**src/rtl/ps2_receiver.sv**
```systemverilog
// PS/2 device-to-host frame receiver: synchronises the raw pins and deserialises
// 11-bit frames into 8-bit scan codes with one-cycle data_en / frame_err strobes.
module ps2_receiver #(
  parameter int SYNC_STAGES    = 2,
  parameter int TIMEOUT_CYCLES = 50000
) (
  input  logic       Clock,
  input  logic       nReset,
  input  logic       PS2_CLK,
  input  logic       PS2_DAT,
  output logic [7:0] data,
  output logic       data_en,
  output logic       frame_err
);

  localparam int TW = (TIMEOUT_CYCLES > 2) ? $clog2(TIMEOUT_CYCLES) : 1;
  localparam logic [TW-1:0] TIMER_MAX = TW'(TIMEOUT_CYCLES - 1);

  typedef enum logic [1:0] {IDLE, DATA, PARITY, STOP} state_t;

  logic [SYNC_STAGES-1:0] clk_sync_reg, dat_sync_reg;
  logic                   clk_prev_reg;
  logic                   clk_sync, dat_sync, fall, frame_ok;

  state_t        state_reg, state_next;
  logic [2:0]    bitcnt_reg, bitcnt_next;
  logic [7:0]    sr_reg, sr_next;
  logic          par_reg, par_next;
  logic [TW-1:0] timer_reg, timer_next;
  logic [7:0]    data_reg, data_next;
  logic          data_en_reg, data_en_next;
  logic          frame_err_reg, frame_err_next;

  // Synchronisers reset to idle-high so reset release never looks like a falling edge
  always_ff @(posedge Clock or negedge nReset) begin
    if (!nReset) begin
      clk_sync_reg <= '1;
      dat_sync_reg <= '1;
      clk_prev_reg <= 1'b1;
    end else begin
      clk_sync_reg <= {clk_sync_reg[SYNC_STAGES-2:0], PS2_CLK};
      dat_sync_reg <= {dat_sync_reg[SYNC_STAGES-2:0], PS2_DAT};
      clk_prev_reg <= clk_sync;
    end
  end

  assign clk_sync = clk_sync_reg[SYNC_STAGES-1];
  assign dat_sync = dat_sync_reg[SYNC_STAGES-1];
  assign fall     = clk_prev_reg & ~clk_sync;
  assign frame_ok = dat_sync & (^sr_reg ^ par_reg);

  always_ff @(posedge Clock or negedge nReset) begin
    if (!nReset) begin
      state_reg     <= IDLE;
      bitcnt_reg    <= '0;
      sr_reg        <= '0;
      par_reg       <= 1'b0;
      timer_reg     <= '0;
      data_reg      <= '0;
      data_en_reg   <= 1'b0;
      frame_err_reg <= 1'b0;
    end else begin
      state_reg     <= state_next;
      bitcnt_reg    <= bitcnt_next;
      sr_reg        <= sr_next;
      par_reg       <= par_next;
      timer_reg     <= timer_next;
      data_reg      <= data_next;
      data_en_reg   <= data_en_next;
      frame_err_reg <= frame_err_next;
    end
  end

  always_comb begin
    state_next     = state_reg;
    bitcnt_next    = bitcnt_reg;
    sr_next        = sr_reg;
    par_next       = par_reg;
    timer_next     = timer_reg;
    data_next      = data_reg;
    data_en_next   = 1'b0;
    frame_err_next = 1'b0;

    // A falling edge takes priority over a coincident timeout expiry
    if (fall) begin
      timer_next = '0;
      case (state_reg)
        IDLE: begin
          if (!dat_sync) begin
            state_next  = DATA;
            bitcnt_next = '0;
          end
        end
        DATA: begin
          sr_next     = {dat_sync, sr_reg[7:1]};
          bitcnt_next = bitcnt_reg + 3'd1;
          if (bitcnt_reg == 3'd7) state_next = PARITY;
        end
        PARITY: begin
          par_next   = dat_sync;
          state_next = STOP;
        end
        STOP: begin
          if (frame_ok) begin
            data_next    = sr_reg;
            data_en_next = 1'b1;
          end else begin
            frame_err_next = 1'b1;
          end
          state_next = IDLE;
        end
        default: state_next = IDLE;
      endcase
    end else if (state_reg != IDLE) begin
      if (timer_reg == TIMER_MAX) begin
        state_next  = IDLE;
        bitcnt_next = '0;
        timer_next  = '0;
      end else begin
        timer_next = timer_reg + TW'(1);
      end
    end else begin
      timer_next = '0;
    end
  end

  assign data      = data_reg;
  assign data_en   = data_en_reg;
  assign frame_err = frame_err_reg;

endmodule

```
**config.mk**
```make
export PLATFORM = sky130hd
export DESIGN_NAME = ps2_receiver
export DESIGN_NICKNAME = d
export VERILOG_FILES = /design/src/rtl/ps2_receiver.sv
export SDC_FILE = /design/constraint.sdc
export NUM_CORES = 1
export LEC_CHECK = 0
export BUFFER_PORTS_ARGS = -buffer_cell sky130_fd_sc_hd__buf_4
export CAP_MARGIN = 20
export CORE_UTILIZATION = 60
export CTS_BUF_LIST = sky130_fd_sc_hd__clkbuf_4 sky130_fd_sc_hd__clkbuf_8
export CTS_CLUSTER_SIZE = 30
export DETAILED_ROUTE_END_ITERATION = 16
export PLACE_DENSITY_LB_ADDON = 0.05
export SLEW_MARGIN = 20
export SYNTH_ARGS = -nofsm -noshare
export SYNTH_HDL_FRONTEND = slang
export SYNTH_SLANG_ARGS = --single-unit
```
**constraint.sdc**
```tcl
create_clock -name Clock -period 4.3 [get_ports Clock]
set_input_delay 0.86 -clock Clock [delete_from_list [all_inputs] [get_ports Clock]]
set_output_delay 0.86 -clock Clock [all_outputs]
set_load 0.05 [all_outputs]
```
==> flow_summary.yaml <==
synth:
  yosys_warnings: 0
  syn_nets: 174
  ys.flop_type: "dfrtp_1"
  ys_seq_area_frac: 0.5667
  syn_area_per_cell_um2: 12.26
  synth_seq_cells: 45
  syn_inst: 163
  synth_edf_count: 0
  synth_async_sr_flop_share: 1.000
  yosys.cell_types.count: 31
  syn_area_um2: 1998
global_route:
  grt-ovfl-total: 0
  grt.busiest_layer: "met2"
  antenna_found_initial: 0
  grt_pass1_vias: 1246
  gr-usage-met3: 0.05844
  use_met2: 0.3397
  grt_pass1_wl_um: 5354
  grt_util_all_layers: 0.2122
  grt_util_met1: 0.2602
  grt_max_degree: 46
sta:
  slew_headroom: 0.5773
  min_period_ns: 2.073
  hold_ws_ns: 0.3664
  min_period_over_period: 0.4820
  final.setup.tns_ns: 0
  fin_skew_ns: 0.01520
  setup_viol: 0
  tightest_slew_ns: 0.6327
  clock.fmax_mhz: 482.5
  rsz0062_at_grt: "no"
  hold_viol_final: 0
  maxSlewViolCount: 0
  setup_slack_ns: 2.227
clock_tree:
  cts_buffers: 5
  post-cts-setup-buffers: 0
  cts_buffer_depth: 2
  clk-insertion-delay-late_ns: 0.37
  cts-hold-fix-buffers: 0
  cts-root-buf: "clkbuf_4"
  cts_resized: 0
  cts_sinks: 45
  htree_levels: 2
  cts_tree: "done"
  clk_pin_slew_ns: 0.13
routing:
  first_pass_iters: 4
  via_per_inst: 5.473
  wl_um: 3129
  postRouteAntennaNets: 0
  drc_errors: 0
  dr_total_vias: 1226
  drtIter0Drc: 44
  wire_per_inst_um: 13.97
min_path:
  hp-class: "flop to flop"
power_and_ir_drop:
  power.density_nw_per_um2: 578.0
  ir_drop_mv: 0.3584
  power.leakage_nw: 1.041
final_layout:
  seq_area_um2: 1132
  largest_reg_flops: 16
  final_nets: 191
  final_cell_area_um2: 2203
  drive_gt1_frac: 0.2500
  syn_to_final_growth_pct: 10.27
  antenna_cells: 0
  multi_input_area_um2: 827.0
  fillers: 242
worst_setup_path:
  crit_slowest_cell: "or2_1"
  max_stage_delay_ns: 0.49
  path_class: "flop to flop"
  critical_path_required_ns: 4.54
  crit_path_start_kind: "flop"
  crit_buf_inv: 0
  worstPathArrival_ns: 2.31
  cp_cell_sequence: "nand3_1 > or4_1 > o31ai_1 > or2_1 > nor2_1"
  worst_setup_path_end_kind: "flop"
  crit_fanout: 16
  timing.critical_path.max_delay_family: "simple AND/OR/NAND/NOR gates"
place:
  place_area_um2: 2131
  dp_hpwl_um: 2214
  place_congestion: 0.8655
  post-place-ws_ns: 2.249
  io_buffer_count: 13
floorplan:
  core-area_um2: 3103
  die_y_um: 59.71
  rows: 20
  die_w_um: 59.71
  start_util: 0.6440
  ios: 14
  die-area_um2: 3565
flow_run:
  cap_violations: 0
run_status:
  status: "completed"
[layout by cell type (no fill, tap or decap)]
cell type / instances
or4_1: 1
dfstp_2: 5
a32o_1: 1
mux2_2: 18
nor2b_1: 2
o21ai_0: 1
xnor3_1: 1
o311ai_1: 1
and3_1: 1
xor2_1: 8
nand4_4: 1
nor4_1: 1
o2bb2ai_1: 1
or2_1: 1
dfrtp_1: 40
nand2_1: 11
buf_4: 13
nand3_1: 8
inv_1: 5
a21oi_1: 3
clkbuf_4: 5
ha_1: 7
clkinv_2: 1
nor2_1: 21
a22o_1: 2
nand2b_1: 1
bufinv_16: 1
o31ai_1: 1
nor3_1: 4
xnor2_1: 11
nand4_1: 2
xnor2_2: 1
[worst reg2reg max path: stages (launching register included)]
cell     delay (ns)
dfrtp_1        0.46
nand3_1        0.13
or4_1          0.42
o31ai_1        0.31
or2_1          0.49
nor2_1         0.14
[layer usage]
| layer | up-vias | part of all wire |
|---|---|---|
| li1 | 587 | - |
| met1 | 607 | 0.47 |
| met2 | 24 | 0.47 |
| met3 | 8 | 0.040 |
| met4 | 0 | 0.022 |
| met5 | - | 0 |
[cells by family (layout without fill, tap and decap cells)]
family,after synthesis,count (layout),synth area share
simple gates,54,54,0.1296
flops,45,45,0.5667
xor+xnor,21,21,0.1027
mux,18,18,0.1014
compound gates,10,10,0.03632
buf+inv,8,25,0.01941
fa+ha+maj,7,7,0.04383
[worst paths after layout]
kind                       slack [ns]  cells past startpoint             from         endpoint
hold / removal                   0.37                      0  clk_sync_reg[0]  clk_sync_reg[1]
max in group asynchronous        3.45                      1           nReset  clk_sync_reg[1]
setup reg to reg                 2.23                      5     timer_reg[6]     timer_reg[7]
setup / recovery                 2.23                      5     timer_reg[6]     timer_reg[7]
min in group asynchronous        0.47                      1           nReset     timer_reg[7]
hold reg to reg                  0.37                      0  clk_sync_reg[0]  clk_sync_reg[1]
[cell usage after synthesis, types with 2 or more instances]
master,count,area share
a21oi_1,3,0.0075
a22o_1,2,0.0088
dfrtp_1,40,0.50
dfstp_2,5,0.066
ha_1,7,0.044
inv_1,5,0.0094
mux2_2,18,0.10
nand2_1,11,0.021
nand3_1,8,0.020
nand4_1,2,0.0063
nor2_1,21,0.039
nor2b_1,2,0.0063
nor3_1,4,0.010
xnor2_1,11,0.048
xor2_1,8,0.035
[metrics by stage]
| stage | cells | power, mW | util |
|---|---|---|---|
| finish | 224 | 1.273 | 0.7101 |
| global route | 224 | 1.343 | 0.7101 |
| CTS | 224 | 1.281 | 0.7101 |
| detailed placement | 217 | 1.035 | 0.6867 |
| global placement | 217 | 1.015 | 0.6867 |
| floorplan | 163 | 0.9484 | - |
[power by group]
group          internal, mW  switching, mW
Clock                 0.118          0.132
Combinational         0.213          0.235
Sequential            0.504         0.0717
[final cells by class]
| class | instances | share of cell area |
|---|---|---|
| clock buffers | 5 | 0.01704 |
| clock inverters | 2 | 0.01590 |
| inverters | 5 | 0.008518 |
| multi-input cells | 110 | 0.3754 |
| flip-flops and latches | 45 | 0.5139 |
| well taps | 44 | 0.02499 |
| repair buffers | 13 | 0.04429 |
Power figures use the tool's default switching activity.
